`config.mk`:
```
export PLATFORM = sky130hd
export DESIGN_NAME = ifu_fetch_queue
export DESIGN_NICKNAME = d
export VERILOG_FILES = /design/src/rtl/ifu_pkg.sv /design/src/rtl/ifu_fifo.sv /design/src/rtl/ifu_fetch_queue.sv
export SDC_FILE = /design/constraint.sdc
export NUM_CORES = 1
export LEC_CHECK = 0
export ABC_AREA = 1
export BUFFER_PORTS_ARGS = -buffer_cell sky130_fd_sc_hd__buf_2
export CORE_MARGIN = 2
export CORE_UTILIZATION = 59
export DETAILED_ROUTE_END_ITERATION = 16
export GPL_TIMING_DRIVEN = 0
export PLACE_DENSITY = 0.83
export RECOVER_POWER = 100
export SLEW_MARGIN = 10
export SYNTH_ARGS = -nofsm -noshare
export SYNTH_HDL_FRONTEND = slang
export SYNTH_SLANG_ARGS = --single-unit
```
`constraint.sdc`:
```
create_clock -name clk -period 4.4 [get_ports clk]
set_input_delay 0.66 -clock clk [delete_from_list [all_inputs] [get_ports clk]]
set_output_delay 0.66 -clock clk [all_outputs]
set_load 0.005 [all_outputs]
```
`src/rtl/ifu_pkg.sv`:
```
// Shared types and constants for the instruction fetch unit.
package ifu_pkg;

    typedef logic [31:0] addr_t;
    typedef logic [31:0] inst_t;

    localparam addr_t RESET_VECTOR_DEFAULT = 32'h8000_0000;
    localparam inst_t EBREAK_INST          = 32'h0010_0073;

    typedef struct packed {
        inst_t bits;
        addr_t pc;
    } fq_entry_t;

endpackage

```
`src/rtl/ifu_fifo.sv`:
```
// Circular buffer with synchronous flush; push and pop may coincide when full.
module ifu_fifo #(
    parameter int WIDTH = 32,
    parameter int DEPTH = 4
) (
    input  logic                         clk,
    input  logic                         rst,
    input  logic                         flush,
    input  logic                         push,
    input  logic [WIDTH-1:0]             push_data,
    input  logic                         pop,
    output logic [WIDTH-1:0]             head,
    output logic [$clog2(DEPTH+1)-1:0]   count
);

    localparam int AW = $clog2(DEPTH);
    localparam int CW = $clog2(DEPTH+1);

    logic [WIDTH-1:0] mem [DEPTH];
    logic [AW-1:0]    rd_ptr;
    logic [AW-1:0]    wr_ptr;
    logic [CW-1:0]    cnt_q;

    always_ff @(posedge clk or negedge rst) begin
        if (!rst) begin
            rd_ptr <= '0;
            wr_ptr <= '0;
            cnt_q  <= '0;
        end else if (flush) begin
            rd_ptr <= '0;
            wr_ptr <= '0;
            cnt_q  <= '0;
        end else begin
            if (push) wr_ptr <= wr_ptr + AW'(1);
            if (pop)  rd_ptr <= rd_ptr + AW'(1);
            cnt_q <= cnt_q + CW'(push) - CW'(pop);
        end
    end

    // Storage needs no reset: the count gates whether the head is meaningful.
    always_ff @(posedge clk) begin
        if (push && !flush) mem[wr_ptr] <= push_data;
    end

    assign head  = mem[rd_ptr];
    assign count = cnt_q;

endmodule

```
`src/rtl/ifu_fetch_queue.sv`:
```
// Instruction fetch queue: issues sequential fetches, buffers in-order responses, handles redirects.
// Optional ebreak halt enabled by defining IFU_EBREAK_HALT_EN.
module ifu_fetch_queue
    import ifu_pkg::*;
#(
    parameter int    DEPTH        = 4,
    parameter addr_t RESET_VECTOR = RESET_VECTOR_DEFAULT
) (
    input  logic        clk,
    input  logic        rst,
    output logic        imem_req_valid,
    output logic [31:0] imem_req_addr,
    input  logic        imem_req_ready,
    input  logic        imem_resp_valid,
    input  logic [31:0] imem_resp_data,
    output logic        inst_valid,
    output logic [31:0] inst_bits,
    output logic [31:0] inst_pc,
    input  logic        inst_ready,
    input  logic        redirect_valid,
    input  logic [31:0] redirect_pc,
    output logic        halted
);

    localparam int CW = $clog2(DEPTH+1);
    localparam logic [CW:0] DEPTH_L = (CW+1)'(DEPTH);

    // Handshakes: a transfer happens on a cycle where valid and ready are both
    // high; valid never depends on ready, and redirect overrides every transfer.

    logic          run_q;
    addr_t         fetch_pc_q;
    logic [CW-1:0] inflight_q;
    logic [CW-1:0] drop_q;
    logic [CW-1:0] count;
    logic [CW:0]   occupancy;
    logic          halted_q;
    logic          fire;
    logic          keep_resp;
    logic          pop;
    addr_t         tag_head;
    fq_entry_t     head;
    logic [CW-1:0] tag_count_unused;
    logic [1:0]    redirect_lsb_unused;

    assign occupancy      = {1'b0, count} + {1'b0, inflight_q};
    assign imem_req_valid = run_q && (occupancy < DEPTH_L) && !redirect_valid && !halted_q;
    assign imem_req_addr  = fetch_pc_q;
    assign fire           = imem_req_valid && imem_req_ready;
    assign keep_resp      = imem_resp_valid && (drop_q == '0) && !redirect_valid;
    assign pop            = inst_valid && inst_ready && !redirect_valid;
    assign redirect_lsb_unused = redirect_pc[1:0];

    // run_q holds off requests until the first edge after reset release.
    always_ff @(posedge clk or negedge rst) begin
        if (!rst) begin
            run_q      <= 1'b0;
            fetch_pc_q <= RESET_VECTOR;
            inflight_q <= '0;
            drop_q     <= '0;
        end else begin
            run_q <= 1'b1;
            if (redirect_valid) begin
                fetch_pc_q <= {redirect_pc[31:2], 2'b00};
                inflight_q <= inflight_q - CW'(imem_resp_valid);
                drop_q     <= inflight_q - CW'(imem_resp_valid);
            end else begin
                if (fire) fetch_pc_q <= fetch_pc_q + 32'd4;
                inflight_q <= inflight_q + CW'(fire) - CW'(imem_resp_valid);
                if (imem_resp_valid && drop_q != '0) drop_q <= drop_q - CW'(1);
            end
        end
    end

    // Tags cover only responses that will be kept; stale ones are counted by drop_q.
    ifu_fifo #(.WIDTH(32), .DEPTH(DEPTH)) u_tag_fifo (
        .clk       (clk),
        .rst       (rst),
        .flush     (redirect_valid),
        .push      (fire),
        .push_data (fetch_pc_q),
        .pop       (keep_resp),
        .head      (tag_head),
        .count     (tag_count_unused)
    );

    ifu_fifo #(.WIDTH($bits(fq_entry_t)), .DEPTH(DEPTH)) u_inst_fifo (
        .clk       (clk),
        .rst       (rst),
        .flush     (redirect_valid),
        .push      (keep_resp),
        .push_data ({imem_resp_data, tag_head}),
        .pop       (pop),
        .head      (head),
        .count     (count)
    );

    assign inst_valid = (count != '0);
    assign inst_bits  = inst_valid ? head.bits : '0;
    assign inst_pc    = inst_valid ? head.pc   : '0;

`ifdef IFU_EBREAK_HALT_EN
    always_ff @(posedge clk or negedge rst) begin
        if (!rst) begin
            halted_q <= 1'b0;
        end else if (pop && head.bits == EBREAK_INST) begin
            halted_q <= 1'b1;
        end
    end
`else
    assign halted_q = 1'b0;
`endif

    assign halted = halted_q;

endmodule

```
==> results.ini, run 1 <==
[power_and_ir_drop]
combPwrFrac_pct = 23.8
p_int_mw = 7.454
pwr-share-seq_pct = 44.7
p_sw_share_pct = 31.81
pwr_density_cell_mw_per_mm2 = 542.3
clock_power_share_pct = 31.5
ir_worst_vdd_mv = 0.3362
power.switching_mw = 3.477
power_leakage_nw = 7.431

[routing]
routed_wl_um = 43440
wl_per_cell_um = 19.78
drcViolationCount = 0
viasPerCell = 5.823
final_antenna_net_count = 0
drtPass1Iterations = 6
drt_iter0_drc = 1483
vias = 12790

[logic_synthesis]
synth_cells = 1557
yosysTopAreaCell = edfxtp_1
ys_seq_area_share_pct = 70.28
netlist_top_cells_area = edfxtp_1 63%, nor2_1 7.8%, dfrtp_1 6.7%
ys_warn_count = 0
synth_cell_types = 34
synth_top_area_share_pct = 63.38
avgSynthCellArea_sq_um = 11.20
synth_ff_type = edfxtp_1
syn_area_sq_mm = 0.01743
async_reset_ff_share_pct = 11.54
ys_seq_elements = 416
synth-edff-count = 368

[critical_path]
crit_arrival_ns = 3.81
crit_fanout = 20
cp-end-kind = register
crit_path_top_delay_cell = clkbuf_1
start_kind = register
crit_chain = ha_1 -> nand3_1 -> nand2_1 -> nor2_1 -> nand2_1 -> clkbuf_1 -> nor2_1 -> clkbuf_1
critical_path_buf_inv_count = 2
crit_path_max_incr_delay_ns = 1.02
crit_family = buffers and inverters
worstSetupPathType = register to register
critical_path_required_ns = 4.53

[die]
die-area_sq_mm = 0.03094
fp.coreArea_sq_mm = 0.02894
row_count = 62
io_pins = 169
die_width_um = 175.9
die_height_um = 175.9
initial_core_util_pct = 60.25

[clocking]
cts.sinks = 416
cts_resized = 0
cts_root_buffer = clkbuf_16
clk_pin_slew_worst_paths_ns = 0.06
clkLatencyLatePin_ns = 0.53
clockBufferDepth = 3
cts-buffers-inserted = 42
cts_setup_buffers = 0
htreeDepth = 2
cts_tree = yes
hold_buffers = 0

[timing]
period_share_pct = 83.57
finalHoldViolations = 0
worst_slew_pin_slew_ns = 2.853
slew_violations = 168
fin_crit_ns = 3.677
fin_skew_ns = 0.01936
setup_viol = 0
rsz0062_at_grt = false
fin_tns_setup_ns = 0
fmax_ghz = 0.2720
timing.slew.headroom_pct = -90.19

[cells_and_area]
drive_above_1_share_pct = 8.720
nets = 1870
fin_area_sq_mm = 0.02016
n_antenna_cell = 0
area_growth_syn_to_layout_pct = 15.61

[global_route]
antenna_found_initial = 0
grt_pass1_vias = 12240
gr-total-overflow = 0
grt_max_degree = 49
grt_pass1_wl_um = 66120
track_usage_pct = 27.72

[placed_design]
dp_hpwl_um = 28050
gp_congestion = 0.9037
port_buffers = 161
place_area_sq_mm = 0.01911

[outcome]
status = complete, but fails checks
violations = capacitance limit, slew limit

[run]
maxCapViolations = 7

[min_path]
hp-class = input pin to register

## worst min-delay path: stages
cell	delay [ns]
buf_2	0.08
nand2_1	0.04
nand3_1	0.07
## cells by family after synthesis
group           after synthesis  share of synthesized area, %
compound gates              305                         9.079
xor+xnor                     11                        0.5526
flops                       416                         70.28
fa+ha+maj                    21                         1.593
simple gates                638                         14.46
buf+inv                     164                         3.990
other cells                   2                       0.04308
## flip-flops by register name, indices dropped and copies added (netlist names)
name,count
drop_q,3
imem_req_addr,30
inflight_q,3
run_q,1
u_inst_fifo.count,3
u_inst_fifo.mem,248
u_inst_fifo.rd_ptr,2
u_inst_fifo.wr_ptr,2
u_tag_fifo.mem,120
u_tag_fifo.rd_ptr,2
u_tag_fifo.wr_ptr,2
## placed cells by master, fill, tap and decap left out
master	instances
a21oi_1	69
a31oi_1	1
and3_1	1
buf_1	1
buf_12	4
buf_16	6
buf_2	62
buf_4	13
bufinv_16	3
clkbuf_1	179
clkbuf_16	43
clkbuf_2	7
clkbuf_8	3
clkinv_1	7
clkinv_2	6
conb_1	6
dfrtp_1	47
dfstp_1	1
edfxtp_1	368
fa_1	2
ha_1	19
inv_1	78
inv_2	1
inv_6	2
nand2_1	201
nand2_2	1
nand3_1	55
nand3b_1	2
nand4_1	1
nor2_1	367
nor2_2	4
nor3_1	2
o211ai_1	2
o21ai_0	198
o21bai_1	5
o22ai_1	30
or2_0	1
or2_2	3
xnor2_1	5
xor2_1	6
## stage by stage
stage / hold slack, ns / std cells / worst slack [ns] / total power, mW / util [%]
2_1_floorplan: 0.3644 / 1561 / 0.1760 / 6.352 / -
5_1_grt: 0.3436 / 2196 / 0.5074 / 11.39 / 69.66
3_5_place_dp: 0.5812 / 2119 / 1.240 / 7.595 / 66.04
4_1_cts: 0.3253 / 2196 / 1.137 / 11.02 / 70.63
6_report: 0.3540 / 2196 / 0.7231 / 10.93 / 69.66
3_3_place_gp: 0.5480 / 2106 / -2.002 / 7.448 / 64.75
## power by group through the flow
stage | logic, mW | clock network (mW) | registers [mW]
6_report | 2.60 | 3.44 | 4.89
5_1_grt | 2.86 | 3.62 | 4.91
4_1_cts | 2.68 | 3.47 | 4.87
3_5_place_dp | 2.64 | 0 | 4.95
3_3_place_gp | 2.50 | 0 | 4.95
2_1_floorplan | 1.48 | 0 | 4.87
## cells in the mapped netlist, types with 6 or more instances
library cell and instances:
a21oi_1 69, buf_2 18, buf_4 13, clkbuf_1 51, dfrtp_1 47, edfxtp_1 368, ha_1 19, inv_1 76
nand2_1 198, nand3_1 55, nor2_1 364, nor2_2 6, o21ai_0 198, o22ai_1 30, xor2_1 6
## layout make-up
class	instances	area, sq um
Clock inverter	16	155.1
Tap cell	384	480.5
Clock buffer	61	1174
Timing Repair Buffer	174	929.6
Fill cell	1984	8780
Sequential cell	416	12250
Buffer	83	377.9
Multi-Input combinational cell	981	4481
Inverter	81	305.3
## metal layers
layer  routed length, um  up-vias  GRT usage [%]
met5                   0        -              0
met4                1063        0          8.196
met3                4322       84          4.394
met2               21550      847          46.74
met1               16500     6056          37.70
li1                    -     5800              -
## final timing paths
path	from	endpoint	slack, ns	cells past startpoint
min	redirect_pc[16]	imem_req_addr[16]	0.35	3
max	u_inst_fifo.count[1]	u_tag_fifo.mem[1][12]	0.72	8
max in group asynchronous	rst	u_inst_fifo.count[1]	1.73	1
min reg2reg	drop_q[1]	drop_q[1]	0.60	2
max reg2reg	u_inst_fifo.count[1]	u_tag_fifo.mem[1][12]	0.72	8
min in group asynchronous	rst	imem_req_addr[16]	1.05	1
Power figures use the tool's default switching activity.
==> run 2: changes to the inputs <==
ABC_AREA = 0   (was 1)
CORE_UTILIZATION = 53   (was 59)
PLACE_DENSITY = 0.79   (was 0.83)
clock period = 3 ns   (was 4.4 ns; I/O delays follow)
==> run 2 against run 1 <==
  * The run now ends clean
  * Clock-buffer cell count fell by 4
  * Synthesized cell count fell by 44%
  * Worst setup slack got worse by 0.66 ns
  * Design area fell by 3.7%
  * Core utilization fell by 6.5 points
  * Area after synthesis fell by 4.8%
  * Combinational power rose by 17%
  * Register-to-register slack got worse by 0.66 ns
  * First-iteration DRC count fell by 58%
  * Largest cell class unchanged
==> results.ini, run 2 <==
[clocking]
clkLatencyLatePin_ns = 0.53
cts.sinks = 416
cts_root_buffer = clkbuf_16
cts_setup_buffers = 0
cts_tree = yes
clk_pin_slew_worst_paths_ns = 0.06
cts-buffers-inserted = 42
htreeDepth = 2
clockBufferDepth = 3

[routing]
wl_per_cell_um = 22.13
viasPerCell = 5.786
drcViolationCount = 0
vias = 8760
routed_wl_um = 33500
drt_iter0_drc = 620
final_antenna_net_count = 0
drtPass1Iterations = 4

[run]
maxCapViolations = 0

[cells_and_area]
multiInputGateArea_sq_mm = 0.004078
area_growth_syn_to_layout_pct = 16.92
fin_cells = 1514
nets = 1179
regArea_sq_mm = 0.01225
final_cell_mix = 368 x edfxtp_1, 97 x buf_2, 92 x mux4_2
regMostFlops = u_inst_fifo.mem
n_antenna_cell = 0
nFillCells = 2159
drive_above_1_share_pct = 26.48
largest_register_ffs = 248
final_common_cell = edfxtp_1

[timing]
fin_crit_ns = 2.941
worst_slew_pin_slew_ns = 1.256
period_share_pct = 98.05
worst_slack_ns = 0.05864
setup_viol = 0
timing.slew.headroom_pct = 16.11
fmax_ghz = 0.3400
slew_violations = 0
holdWs_ns = 0.1198
finalHoldViolations = 0
rsz0062_at_grt = true
fin_skew_ns = 0.01873

[power_and_ir_drop]
pwr_density_cell_mw_per_mm2 = 785.4
totalPowerFinal_mw = 15.25
ir_worst_vdd_mv = 0.5293
power_leakage_nw = 6.692

[logic_synthesis]
synth-edff-count = 368
avgSynthCellArea_sq_um = 19.04
synth_top_area_share_pct = 66.55
synth_cells = 872
synth_ff_type = edfxtp_1
yosys.cell_count.top_type = edfxtp_1
synth_cell_types = 53
netlist_top_cells_area = edfxtp_1 67%, mux4_2 12%, dfrtp_1 7.1%
yosysTopAreaCell = edfxtp_1
ys_seq_area_share_pct = 73.79
async_reset_ff_share_pct = 11.54
syn_area_sq_mm = 0.01661
ys_seq_elements = 416
ys_top_cells_by_count = 368 x edfxtp_1, 92 x mux4_2, 71 x and2_1, 47 x dfrtp_1, 43 x nand2_1
ys_warn_count = 0

[critical_path]
critical_path_required_ns = 3.45
cp-end-kind = register
worstSetupPathType = register to register
start_kind = register
crit_arrival_ns = 3.40
crit_fanout = 18

[placed_design]
dpl.cell_count = 1440
port_buffers = 161
gp_congestion = 0.9105
dp_slack_ns = -0.1973
dp_hpwl_um = 21530

[global_route]
grt_pass1_wl_um = 51960
grt_pass1_vias = 9133
track_usage_pct = 20.80
gr-total-overflow = 0
grt_max_degree = 49
antenna_found_initial = 1

[die]
fp.coreArea_sq_mm = 0.03075
die_width_um = 181.0
die-area_sq_mm = 0.03276
initial_core_util_pct = 54.00
io_pins = 169
die_height_um = 181.0
row_count = 64

[min_path]
hp-class = input pin to register

[outcome]
status = finished clean

[run 2: cell families (layout without fill, tap and decap cells)]
kind of cell / count (synthesis) / after routing / share of synthesized area, %
AND/OR/NAND/NOR: 201 / 201 / 6.721
AO/OA/AOI/OAI: 55 / 55 / 2.343
adder cells (fa/ha/maj): 21 / 21 / 1.673
buffers and inverters: 63 / 305 / 1.763
multiplexers: 95 / 95 / 12.67
XOR/XNOR: 19 / 19 / 1.002
flip-flops: 416 / 416 / 73.79
other: 2 / 6 / 0.04522
[run 2: final timing paths]
kind                       slack [ns]                end  depth (start not counted)            from
setup / recovery                 0.06      inflight_q[2]                         11   inflight_q[2]
hold / removal                   0.12   imem_req_addr[4]                          3  redirect_pc[4]
setup reg to reg                 0.06      inflight_q[2]                         11   inflight_q[2]
hold reg to reg                  0.55      inflight_q[2]                          1   inflight_q[2]
max in group asynchronous        0.52  imem_req_addr[11]                          3             rst
min in group asynchronous        0.68   imem_req_addr[3]                          2             rst
[run 2: repair_timing]
action / CTS / global route
hold buffers: 0 / 1
resized for setup: 7 / 8
endpoints found under the hold margin: 0 / 19
cloned: 0 / 0
setup endpoints to repair: 62 / 75
[run 2: report_power, final]
group / switching, mW / internal [mW]
clock network: 2.07 / 3.21
logic: 1.58 / 1.45
registers: 0.246 / 6.70
[run 2: final cells by class]
class / instances / area share, %
Sequential cell: 416 / 63.11
Inverter: 18 / 0.3609
Clock inverter: 17 / 0.9602
Timing Repair Buffer: 170 / 4.543
Buffer: 43 / 1.128
Tap cell: 396 / 2.552
Clock buffer: 57 / 6.341
Multi-Input combinational cell: 397 / 21.00
[run 2: through the flow]
step	instance area, sq um	TNS, ns	util (%)
2_1_floorplan	16620	0	-
3_3_place_gp	17920	-370.37	58.28
3_5_place_dp	18080	-0.2604	58.79
4_1_cts	19500	0	63.42
5_1_grt	19410	-2.446	63.14
6_report	19410	0	63.14
[run 2: critical path: stages (launching register included)]
cell,delay [ns]
dfrtp_1,0.43
ha_1,0.36
nor4b_4,0.29
and4_4,0.29
inv_4,0.10
ha_1,0.29
inv_1,0.04
ha_1,0.18
fa_1,0.39
xor2_1,0.17
o21ai_1,0.17
xor2_1,0.16
[run 2: layer usage]
metal | routed length, um | track usage, % | up-vias
li1 | - | - | 3888
met1 | 13930 | 28.41 | 4472
met2 | 16790 | 35.40 | 345
met3 | 2118 | 3.528 | 53
met4 | 656 | 5.171 | 2
met5 | 13 | 0 | -
==> run 3: changes to the inputs <==
ABC_AREA = 1   (was 0)
CTS_CLUSTER_DIAMETER = 150   (was not set)
PLACE_DENSITY = 0.78   (was 0.79)
==> run 3 against run 2 <==
  * Global-route usage grew 3.8 points
  * Critical path depth shrank 5
  * Design area grew 4.0%
  * Cell count grew 49%
  * Core utilization shrank 0.92 points
  * Critical path type is now register to output port
  * Critical endpoint is now inst_pc[11]
  * Fmax grew 1.4%
==> results.ini, run 3 (synthesis results as in run 1) <==
[cells_and_area]
nets = 1871
final_core_util_pct = 62.22
final_common_cell = edfxtp_1
final_cell_mix = 368 x edfxtp_1, 361 x nor2_1, 200 x nand2_1
regMostFlops = u_inst_fifo.mem
nFillCells = 2477
drive_above_1_share_pct = 10.04
regArea_sq_mm = 0.01225
multiInputGateArea_sq_mm = 0.004518
area_growth_syn_to_layout_pct = 15.82
largest_register_ffs = 248
fin_cells = 2255

[die]
fp.coreArea_sq_mm = 0.03245
row_count = 66
die_height_um = 185.4
die-area_sq_mm = 0.03436
io_pins = 169
initial_core_util_pct = 53.72
die_width_um = 185.4

[routing]
routed_wl_um = 42470
wl_per_cell_um = 18.83
drtPass1Iterations = 5
drt_iter0_drc = 1215
vias = 12370
viasPerCell = 5.484
final_antenna_net_count = 0
drcViolationCount = 0

[clocking]
cts_setup_buffers = 0
clkLatencyLatePin_ns = 0.54
clk_pin_slew_worst_paths_ns = 0.06
cts_tree = yes
clockBufferDepth = 3
cts-buffers-inserted = 43
cts_root_buffer = clkbuf_16
htreeDepth = 2
cts.sinks = 416

[timing]
finalHoldViolations = 0
holdWs_ns = 0.1294
fin_skew_ns = 0.01594
worst_slew_pin_slew_ns = 1.317
slew_violations = 0
rsz0062_at_grt = false
worst_slack_ns = 0.09856
timing.slew.headroom_pct = 12.17
fmax_ghz = 0.3447
fin_crit_ns = 2.901
setup_viol = 0
period_share_pct = 96.71

[power_and_ir_drop]
p_int_mw = 10.80
combPwrFrac_pct = 23.7
p_sw_share_pct = 32.03
power.switching_mw = 5.088
ir_worst_vdd_mv = 0.5394
pwr-share-seq_pct = 45.1
pwr_density_cell_mw_per_mm2 = 786.7
clock_power_share_pct = 31.2
power_leakage_nw = 7.455

[critical_path]
crit_arrival_ns = 2.45
start_kind = register
cp-end-kind = output port
worstSetupPathType = register to output port
critical_path_required_ns = 2.55
crit_fanout = 10

[placed_design]
dpl.cell_count = 2176
port_buffers = 161
dp_slack_ns = 0.04527
dp_hpwl_um = 27840
gp_congestion = 0.9698

[global_route]
antenna_found_initial = 0
grt_pass1_vias = 11900
grt_max_degree = 49
gr-total-overflow = 0
grt_pass1_wl_um = 64490
track_usage_pct = 24.62

[run]
maxCapViolations = 0

[min_path]
hp-class = input pin to register

[outcome]
status = finished clean

-- run 3: cell types whose count changed in the layout (fill, tap and decap cells not counted), sizes merged, moves of 68 or more --
cell	before	now
nor2	22	371
o21ai	22	198
nand2	43	202
mux4	92	0
and2	71	0
a21oi	1	69
-- run 3: worst paths after layout --
check                                           start                     end  slack [ns]  depth (start not counted)
worst min-delay path                  redirect_pc[10]       imem_req_addr[10]        0.13                          3
min in group asynchronous                         rst       imem_req_addr[18]        0.74                          2
worst min register to register              drop_q[0]               drop_q[0]        0.57                          3
worst max-delay path            u_inst_fifo.rd_ptr[0]             inst_pc[11]         0.1                          6
worst max register to register              drop_q[0]  u_inst_fifo.mem[3][52]        0.15                          7
max in group asynchronous                         rst       imem_req_addr[28]        1.46                          2
-- run 3: critical path, stage by stage, from the launching register on --
cell	delay, ns
dfrtp_1	0.37
clkbuf_2	0.21
clkinv_2	0.18
clkbuf_1	0.48
o21ai_0	0.20
a21oi_1	0.31
clkbuf_1	0.16
-- run 3: final cells by class --
cell class / count / share of cell area (%)
clock buffer: 56 / 5.620
antenna: 1 / 0.01239
timing repair buffer: 174 / 4.356
sequential: 416 / 60.68
tap: 442 / 2.739
clock inverter: 21 / 0.7869
multi-input combinational: 981 / 22.37
buffer: 83 / 1.921
inverter: 81 / 1.512
-- run 3: power groups by stage --
stage               Combinational, mW  Sequential [mW]  Clock, mW
global placement                 3.71             7.27          0
CTS                              3.90             7.17       5.00
global route                     4.21             7.21       5.22
floorplan                        2.17             7.14          0
detailed placement               3.85             7.28          0
finish                           3.76             7.17       4.95
-- run 3: what timing repair did --
item	in CTS	in global routing
gates resized for setup	1	8
endpoints found under the hold margin	0	6
endpoints found under the setup margin	30	10
hold buffers	0	1
cloned	0	0
pin swaps	0	0
-- run 3: routing by layer --
layer,part of all wire [%],track usage [%]
met2,49,41.81
met1,40,32.77
met4,2.6,8.349
met5,0,0
met3,8.9,3.421
-- run 3: through the flow --
stage	cell area, sq um	setup TNS [ns]	power [mW]
final	20190	0	15.89
after global routing	20190	0	16.63
after detailed placement	19130	0	11.13
after global placement	18820	-471.97	10.97
after CTS	20430	0	16.06
after floorplan	17460	-22.50	9.315
